## config.mk

```make
export PLATFORM = sky130hd
export DESIGN_NAME = wptr_full_ctrl
export DESIGN_NICKNAME = d
export VERILOG_FILES = /design/src/rtl/fifo_pkg.sv /design/src/rtl/wptr_full_ctrl.sv
export SDC_FILE = /design/constraint.sdc
export NUM_CORES = 1
export LEC_CHECK = 0
export ABC_AREA = 1
export ABC_CLOCK_PERIOD_IN_PS = 3740
export BUFFER_PORTS_ARGS = -buffer_cell sky130_fd_sc_hd__buf_2
export CAP_MARGIN = 20
export CORE_MARGIN = 3
export CORE_UTILIZATION = 53
export DETAILED_ROUTE_END_ITERATION = 12
export HOLD_SLACK_MARGIN = 0.1
export PLACE_DENSITY = 0.79
export SKIP_LAST_GASP = 1
export SYNTH_ARGS = -nofsm -noshare
export SYNTH_HDL_FRONTEND = slang
export SYNTH_SLANG_ARGS = --single-unit
```

## constraint.sdc

```tcl
create_clock -name wclk -period 3.74 [get_ports wclk]
set_clock_uncertainty 0.2 [all_clocks]
set_input_delay 0.748 -clock wclk [delete_from_list [all_inputs] [get_ports wclk]]
set_output_delay 0.748 -clock wclk [all_outputs]
set_load 0.1 [all_outputs]
```

## src/rtl/fifo_pkg.sv

```systemverilog
// Shared async-FIFO helpers: Gray/binary conversion, default pointer types and depth.
package fifo_pkg;

    localparam int PTR_WIDTH_DEFAULT = 9;
    localparam int DEPTH_DEFAULT     = 1 << PTR_WIDTH_DEFAULT;

    typedef logic [PTR_WIDTH_DEFAULT:0]   ptr_t;
    typedef logic [PTR_WIDTH_DEFAULT-1:0] addr_t;

    function automatic int fifo_depth(input int ptr_width);
        return 1 << ptr_width;
    endfunction

    // Both conversions work on zero-extended values of any width up to 32 bits.
    function automatic logic [31:0] bin2gray(input logic [31:0] b);
        return b ^ (b >> 1);
    endfunction

    function automatic logic [31:0] gray2bin(input logic [31:0] g);
        logic [31:0] b;
        b[31] = g[31];
        for (int i = 30; i >= 0; i--) begin
            b[i] = b[i+1] ^ g[i];
        end
        return b;
    endfunction

endpackage

```

## src/rtl/wptr_full_ctrl.sv

```systemverilog
// Write-domain pointer and full/almost-full/level/overflow controller of the async FIFO.
module wptr_full_ctrl
    import fifo_pkg::*;
#(
    parameter int ptr_width = 9,
    parameter int AF_MARGIN = 4
) (
    input  logic                 wclk,
    input  logic                 w_rst_n,
    input  logic                 winc,
    input  logic                 wovf_clr,
    input  logic [ptr_width:0]   rptr_sync,
    output logic [ptr_width-1:0] waddr,
    output logic                 wen,
    output logic [ptr_width:0]   wptr,
    output logic                 wfull,
    output logic                 walmost_full,
    output logic [ptr_width:0]   wlevel,
    output logic                 woverflow
);

    localparam int PW1   = ptr_width + 1;
    localparam int DEPTH = fifo_depth(ptr_width);
    localparam logic [ptr_width:0] AF_THRESH = PW1'(DEPTH - AF_MARGIN);

    logic [ptr_width:0] wbin;
    logic [ptr_width:0] wbin_next;
    logic [ptr_width:0] wgray_next;
    logic [ptr_width:0] rbin_s;
    logic [ptr_width:0] rptr_full_cmp;
    logic [ptr_width:0] wlevel_next;
    logic               wfull_next;
    logic               walmost_full_next;

    assign wen        = winc && !wfull;
    assign wbin_next  = wbin + PW1'(wen);
    assign wgray_next = PW1'(bin2gray(32'(wbin_next)));
    assign rbin_s     = PW1'(gray2bin(32'(rptr_sync)));

    // Full when the write pointer is exactly one lap ahead: top two Gray bits inverted.
    assign rptr_full_cmp     = {~rptr_sync[ptr_width:ptr_width-1], rptr_sync[ptr_width-2:0]};
    assign wfull_next        = (wgray_next == rptr_full_cmp);
    assign wlevel_next       = wbin_next - rbin_s;
    assign walmost_full_next = (wlevel_next >= AF_THRESH);

    assign waddr = wbin[ptr_width-1:0];

    always_ff @(posedge wclk or negedge w_rst_n) begin
        if (!w_rst_n) begin
            wbin         <= '0;
            wptr         <= '0;
            wfull        <= 1'b0;
            walmost_full <= 1'b0;
            wlevel       <= '0;
        end else begin
            wbin         <= wbin_next;
            wptr         <= wgray_next;
            wfull        <= wfull_next;
            walmost_full <= walmost_full_next;
            wlevel       <= wlevel_next;
        end
    end

    // A dropped write re-arms the flag even if software clears it in the same cycle.
    always_ff @(posedge wclk or negedge w_rst_n) begin
        if (!w_rst_n) begin
            woverflow <= 1'b0;
        end else if (winc && wfull) begin
            woverflow <= 1'b1;
        end else if (wovf_clr) begin
            woverflow <= 1'b0;
        end
    end

endmodule

```

Word-level counts from Yosys, hierarchy flattened

Cells that the tools add are included.

Logic and storage cells: 27
Input bits: 14
Register bits after elaboration: 33
Output and inout port bits: 33

Add/subtract/negate cells: 2
Muxes and demuxes: 2
Magnitude comparators: 1
Equality and inequality tests: 1
Bitwise operators: 11
Reduce and logical (&&, ||, !) cells: 4

Operators with widths:

| kind                                                                                  | number |
|---|---|
| 10-bit by 1-bit adder with 10-bit output                                              | 1 |
| 10-bit == test                                                                        | 1 |
| 10-bit by 9-bit greater-or-equal comparator with 1-bit output (second input constant) | 1 |
| 10-bit subtractor                                                                     | 1 |
| 10-bit by 9-bit XOR with 10-bit output                                                | 1 |
| 1-bit XOR                                                                             | 9 |
| 1-bit logical AND                                                                     | 2 |
| 1-bit 2-to-1 mux                                                                      | 2 |
| 2-bit NOT                                                                             | 1 |
| 2-bit nonzero test                                                                    | 1 |
| 1-bit logical NOT                                                                     | 1 |

Longest topological paths before layout

Gate-level depths: netlist of run 1.

Depth after elaboration: 11
Gate-level depth with buffers: 25
Depth with buffers taken out: 25

Worst setup path after synthesis of run 1

Ideal clock, no wire load.

Kind: register to register
Start point: register wfull
End point: register walmost_full
Arrival time: 4.653 ns
Cell stages (with the launch flop): 19
Buffers on the path: 0
Setup slack: -1.178 ns
Period minus slack after synthesis: 4.918 ns
Setup time: 0.065 ns
Required time: 3.475 ns
Cells stage by stage: dfrtp_1 -> nor2_1 -> ha_1 -> ha_1 -> nand3_2 -> nor2_1 -> nand2_1 -> xnor2_2 -> ha_1 -> nand2_1 -> a21oi_1 -> a211oi_1 -> nand2_1 -> nand2_1 -> nand2_1 -> a21oi_1 -> xnor2_1 -> inv_1 -> nand2_1

Longest elaborated chain between the ends: 5

Ends and longest elaborated chain:

| element                                                       | RTL line             | text |
|---|---|---|
| start: declaration                                            | wptr_full_ctrl.sv:16 | `output logic wfull,` |
| start signal: assignment                                      | wptr_full_ctrl.sv:58 | `wfull <= wfull_next;` |
| 1-bit logical NOT                                             | wptr_full_ctrl.sv:35 | `assign wen = winc && !wfull;` |
| 1-bit logical AND                                             | wptr_full_ctrl.sv:35 |  |
| via wen                                                       | wptr_full_ctrl.sv:14 | `output logic wen,` |
| 10-bit by 1-bit adder with 10-bit output                      | wptr_full_ctrl.sv:36 | `assign wbin_next = wbin + PW1'(wen);` |
| via wbin_next[6]                                              | wptr_full_ctrl.sv:27 | `logic [ptr_width:0] wbin_next;` |
| 10-bit subtractor                                             | wptr_full_ctrl.sv:43 | `assign wlevel_next = wbin_next - rbin_s;` |
| via wlevel_next[9]                                            | wptr_full_ctrl.sv:31 | `logic [ptr_width:0] wlevel_next;` |
| 10-bit by 9-bit greater-or-equal comparator with 1-bit output | wptr_full_ctrl.sv:44 | `assign walmost_full_next = (wlevel_next >= AF_THRESH);` |
| via walmost_full_next                                         | wptr_full_ctrl.sv:33 | `logic walmost_full_next;` |
| end signal: assignment                                        | wptr_full_ctrl.sv:59 | `walmost_full <= walmost_full_next;` |
| end: declaration                                              | wptr_full_ctrl.sv:17 | `output logic walmost_full,` |

The timed path passes the listed nets, and every way through them passes these cells.
A chain may end at the register's enable or synchronous reset.

Worst setup path in the final report of run 1

Start point: input rptr_sync[9]
End point: register walmost_full

Longest elaborated chain between the ends: 11

Ends and longest elaborated chain:

| element                                                         | RTL line             | text |
|---|---|---|
| start: declaration                                              | wptr_full_ctrl.sv:12 | `input logic [ptr_width:0] rptr_sync,` |
| 1-bit XOR (9 in a row)                                          | fifo_pkg.sv:23       | `b[i] = b[i+1] ^ g[i];` |
| 10-bit subtractor *                                             | wptr_full_ctrl.sv:43 |  |
| 10-bit by 9-bit greater-or-equal comparator with 1-bit output * | wptr_full_ctrl.sv:44 |  |
| via walmost_full_next                                           | wptr_full_ctrl.sv:33 |  |

Mark *: on every way through the listed nets, which the timed path passes. The rest lies on a longest branch.

==> flow_metrics.tcl, run 1 <==
set metrics [dict create \
    place_inst 322 \
    grt_antenna_before_repair 0 \
    final.min_clock_period_ps 3468 \
    post_cts_resized 0 \
    post-route-drc-count 0 \
    drt_first_iter_violations 65 \
    dpl_worst_slack_ps -219.5 \
    cts_root_buf "clkbuf_4" \
    end_kind "flip-flop" \
    stdcell_count 330 \
    cts_sinks 32 \
    synth-edff-count 0 \
    fmax_ghz 0.2884 \
    slew_headroom_pct 54.99 \
    synth.largest_area_cell "dfrtp_1" \
    cp.arrival_ps 3500 \
    fin_area_um2 2506 \
    cts_hold_buf 0 \
    syn_avg_cell_area_um2 8.916 \
    syn_nets 240 \
    grt_pass1_vias 1527 \
    crit_end "walmost_full" \
    start_util_pct 56.29 \
    clk_pin_slew_ps 100 \
    syn2layout_area_growth_pct 31.34 \
    r2r_end "walmost_full" \
    cts_setup_buffers 0 \
    via_count 1589 \
    yosys-top-cells-area "dfrtp_1 42%, nand2_1 7.9%, inv_1 7.5%" \
    layout-drive-gt1-share_pct 35.56 \
    h-tree-depth 2 \
    coreArea_um2 3390 \
    hpwl_mm 3.016 \
    worst_hold_path_type "input port to async pin" \
    start_kind "input port" \
    cts_buffers 5 \
    crit_fanout 3 \
    ys_types 26 \
    io_pins 47 \
    regArea_um2 802.0 \
    rsz0062_at_grt "false" \
    worstSetupStartpoint "rptr_sync[9]" \
    finalHoldViolCount 0 \
    reg2regPathDepth 18 \
    hold_ws_ps 237.0 \
    grt_pass1_wl_mm 6.555 \
    numPortBuffers 46 \
    final-max-slew-violation-count 0 \
    final_antenna_net_count 0 \
    grtUsageTotal_pct 19.93 \
    synth_most_common_cell "nand2_1" \
    synthTopCellsByCount "40 x nand2_1, 38 x inv_1, 32 x dfrtp_1" \
    cts_tree "built" \
    ys_ff_latch 32 \
    die_x_um 66 \
    viasPerCell 4.815 \
    finalCritPeriodShare_pct 92.72 \
    antenna_cells 0 \
    multiInputGateArea_um2 1046 \
    post_dp_cell_area_um2 2377 \
    drv_cap 0 \
    dr.pass1.iters 4 \
    wl_per_cell_um 11.56 \
    cts.path.max_buffers 2 \
    crit_required_ps 3770 \
    yosysWarnings 0 \
    crit_type "input port to flip-flop" \
    r2r_start "wfull" \
    chipHeight_um 66 \
    synth_flop_cell "dfrtp_1" \
    status "finished clean" \
    synth_area_um2 1908 \
    setup_slack_ps 272.4 \
    dieArea_um2 4356 \
    setup_viol_count_final 0 \
    fillers 257 \
    drt_wl_total_mm 3.816 \
    ys_seq_area_share_pct 41.97 \
    grt_start_max_net_pins 33 \
    async_flop_share_pct 100.0 \
    rows 21 \
    syn-instance-count 214 \
    r2r_slack_ps 770 \
    clock_latency_ps 330 \
    gp_congestion 0.8489 \
    overflow 0 \
    nNetsFinal 309 \
    worst_pin_slew_ps 675.2 \
    synth_top_area_share_pct 41.97 \
]
==> worst max-delay path, stage by stage <==
cell	delay (ps)
buf_2	110
inv_1	80
nand2_1	60
nand3_1	130
nand2_2	80
nand2_1	80
nand3_1	120
nand2_2	110
nand2_1	80
nand3_2	100
nand2_2	80
nand2_2	80
nand3_1	100
nand3_1	100
nand2_1	60
ha_1	210
fa_2	360
o21ai_2	160
a21oi_1	80
o21bai_1	150
xor2_1	240
nor3_2	70
nand3_1	70
nand2_1	50
==> final cells by class <==
| class | count | share of cell area (%) |
|---|---|---|
| tap | 46 | 2.297 |
| multi-input combinational | 144 | 41.74 |
| timing repair buffer | 62 | 13.98 |
| sequential | 32 | 32.00 |
| clock inverter | 1 | 1.198 |
| inverter | 38 | 6.191 |
| clock buffer | 7 | 2.596 |
==> cell usage in the layout, fill, tap and decap left out, drive strengths merged <==
| cell type | n |
|---|---|
| nor4 | 1 |
| o21ai | 5 |
| xor2 | 19 |
| nand2b | 1 |
| xnor2 | 9 |
| o311ai | 1 |
| nor2 | 8 |
| bufinv | 1 |
| ha | 11 |
| fa | 1 |
| dfrtp | 32 |
| buf | 62 |
| a21oi | 9 |
| inv | 38 |
| and2 | 1 |
| nand4 | 4 |
| a211oi | 1 |
| xnor3 | 1 |
| nand2 | 43 |
| o21bai | 1 |
| nand3 | 26 |
| nor3 | 2 |
| clkbuf | 7 |
==> logic make-up after synthesis <==
kind of cell / after synthesis / synth area share [%]
simple gates: 86 / 21.38
fa+ha+maj: 12 / 8.262
compound gates: 17 / 4.918
flops: 32 / 41.97
buf+inv: 38 / 7.476
xor+xnor: 29 / 16.00
==> metal layers <==
metal	vias up	routed length, um	GRT usage, %
li1	822	-	-
met1	726	1777	25.87
met3	6	180	5.782
met4	0	57	6.853
met5	-	0	0
met2	35	1801	31.79
==> worst min-delay path by stage <==
| stage | startpoint | endpoint | slack [ps] | cells after the start |
|---|---|---|---|---|
| after global placement | woverflow | woverflow | 310 | 2 |
| final | w_rst_n | wptr[2] | 240 | 1 |
| after floorplan | w_rst_n | walmost_full | 250 | 0 |
| after CTS | w_rst_n | wptr[1] | 250 | 1 |
| after detailed placement | woverflow | woverflow | 340 | 2 |
| after global routing | w_rst_n | wptr[2] | 270 | 1 |
==> sequential cells by signal (all words and copies together), names as in the netlist <==
name          cells
woverflow         1
wbin             10
wptr              9
wlevel           10
walmost_full      1
wfull             1
==> stage by stage <==
stage | utilization [%] | TNS, ps
6_report | 73.94 | 0
5_1_grt | 73.94 | 0
4_1_cts | 72.94 | 0
3_5_place_dp | 70.14 | -518.6
3_3_place_gp | 70.14 | -235.4
2_1_floorplan | - | -69.40
Power of run 1 is not shown: default switching activity piles up to over one toggle a cycle in this logic, so the estimate is an artifact.
==> run 2, diff against run 1 <==
--- a/config.mk
+++ b/config.mk
@@ -12,6 +12,7 @@
 export CORE_MARGIN = 3
 export CORE_UTILIZATION = 53
 export DETAILED_ROUTE_END_ITERATION = 12
+export GPL_TIMING_DRIVEN = 0
 export HOLD_SLACK_MARGIN = 0.1
 export PLACE_DENSITY = 0.79
 export SKIP_LAST_GASP = 1
==> run 2 against run 1 <==
Utilization decreased by 3.1 points. Fmax decreased by 2.9%. Setup slack got worse by 100 ps. Sequential cell count unchanged. Die area unchanged. Global-route usage decreased by 0.051 points. Register-to-register slack got worse by 210 ps. Wire length increased by 1.3%. First-iteration DRC count decreased by 1.5%. Hold slack improved by 8.0 ps. Critical path type unchanged.
==> flow_metrics.tcl, run 2 (synthesized netlist as in run 1, its figures left out) <==
set metrics [dict create \
    status "finished clean" \
    die_x_um 66 \
    h-tree-depth 2 \
    numPortBuffers 46 \
    wl_per_cell_um 12.23 \
    nNetsFinal 295 \
    chipHeight_um 66 \
    cts_tree "built" \
    post-route-drc-count 0 \
    end_kind "flip-flop" \
    cts_hold_buf 0 \
    grt_antenna_before_repair 0 \
    cp.arrival_ps 3600 \
    dr.pass1.iters 4 \
    cts.path.max_buffers 2 \
    drt_wl_total_mm 3.865 \
    layout-drive-gt1-share_pct 33.33 \
    finalHoldViolCount 0 \
    crit_required_ps 3770 \
    reg.largest.list "wbin (10), wlevel (10), wptr (9)" \
    cts_buffers 5 \
    overflow 0 \
    io_pins 47 \
    mostFrequentLayoutCells "46 x buf_2, 36 x inv_1, 36 x nand2_1" \
    hpwl_mm 2.924 \
    coreArea_um2 3390 \
    grt_start_max_net_pins 33 \
    final_antenna_net_count 0 \
    viasPerCell 4.994 \
    cts_root_buf "clkbuf_4" \
    clk_pin_slew_ps 100 \
    start_kind "input port" \
    fillers 257 \
    final_core_util_pct 70.87 \
    dieArea_um2 4356 \
    slew_headroom_pct 54.57 \
    worst_hold_path_type "input port to async pin" \
    rows 21 \
    final.setup.tns_ps 0 \
    final.min_clock_period_ps 3569 \
    start_util_pct 56.29 \
    setup_viol_count_final 0 \
    clock_latency_ps 330 \
    grtUsageTotal_pct 19.88 \
    antenna_cells 0 \
    gp_congestion 0.8565 \
    drt_first_iter_violations 64 \
    final-max-slew-violation-count 0 \
    crit_type "input port to flip-flop" \
    drv_cap 0 \
    grt_pass1_wl_mm 6.492 \
    hold_ws_ps 245.0 \
    cts_sinks 32 \
    final_common_cell "buf_2" \
    grt_pass1_vias 1497 \
    via_count 1578 \
    finalCritPeriodShare_pct 95.44 \
    fmax_ghz 0.2802 \
    worst_pin_slew_ps 681.5 \
    syn2layout_area_growth_pct 25.90 \
    crit_fanout 4 \
]
==> run 2: cell count changes in the layout (fill, tap and decap cells not counted), moves of 2 or more <==
cell / previous run / this run
buf_4: 16 / 2
nand3_1: 20 / 18
nand3_2: 6 / 8
clkbuf_8: 2 / 0
==> run 2: metal layers <==
layer	wire length [um]	vias to the layer above	global-route usage, %	share of wire [%]
met2	1862	40	32.29	48
met4	58	0	7.614	1.5
met1	1716	747	24.53	44
li1	-	785	-	-
met5	0	-	0	0
met3	228	6	6.463	5.9
==> run 2: layout make-up <==
class | instances | area, um2 | share of cell area, %
repair buffers | 48 | 245.2 | 10.21
multi-input cells | 144 | 1066 | 44.37
clock inverters | 2 | 35.03 | 1.458
flip-flops and latches | 32 | 802.0 | 33.39
clock buffers | 6 | 41.29 | 1.719
well taps | 46 | 57.56 | 2.396
inverters | 38 | 155.1 | 6.458
==> run 2: path summary, 6_finish.rpt <==
check	slack [ps]	cells past startpoint	start	endpoint
min in group wclk	330	2	woverflow	woverflow
worst max register to register	560	18	wfull	walmost_full
worst min register to register	330	2	woverflow	woverflow
max in group asynchronous	2620	1	w_rst_n	wfull
worst min-delay path	240	1	w_rst_n	wbin[0]
worst max-delay path	170	23	rptr_sync[8]	walmost_full
==> run 2: stage by stage <==
stage | std cells | setup slack (ps) | area [um2]
finish | 316 | 170.6 | 2402
CTS | 315 | 6.815 | 2345
global route | 316 | -53.96 | 2402
detailed placement | 306 | -505.6 | 2257
floorplan | 214 | -69.40 | 1969
global placement | 306 | -432.3 | 2257
==> run 2: critical path, cell delays in order <==
cell      delay, ps
buf_2           120
inv_1            50
nand2_1          90
nand3_2         110
nand2_2         120
nand2_1          70
nand3_2          90
nand2_2          80
nand2_1          60
nand3_1         140
nand3_1         170
nand3_1         120
nand3_1          90
nand2_1          60
ha_1            220
fa_2            400
o21ai_4         190
a21oi_1          90
o21bai_1        150
xor2_1          230
nor3_2           70
nand3_1          70
nand2_1          50
==> run 2: timing repair <==
action,CTS,global route
pin swaps,1,4
buffers inserted,1,1
setup endpoints to repair,2,6
gates resized for setup,2,15
Power of run 2 is left out for the same reason.
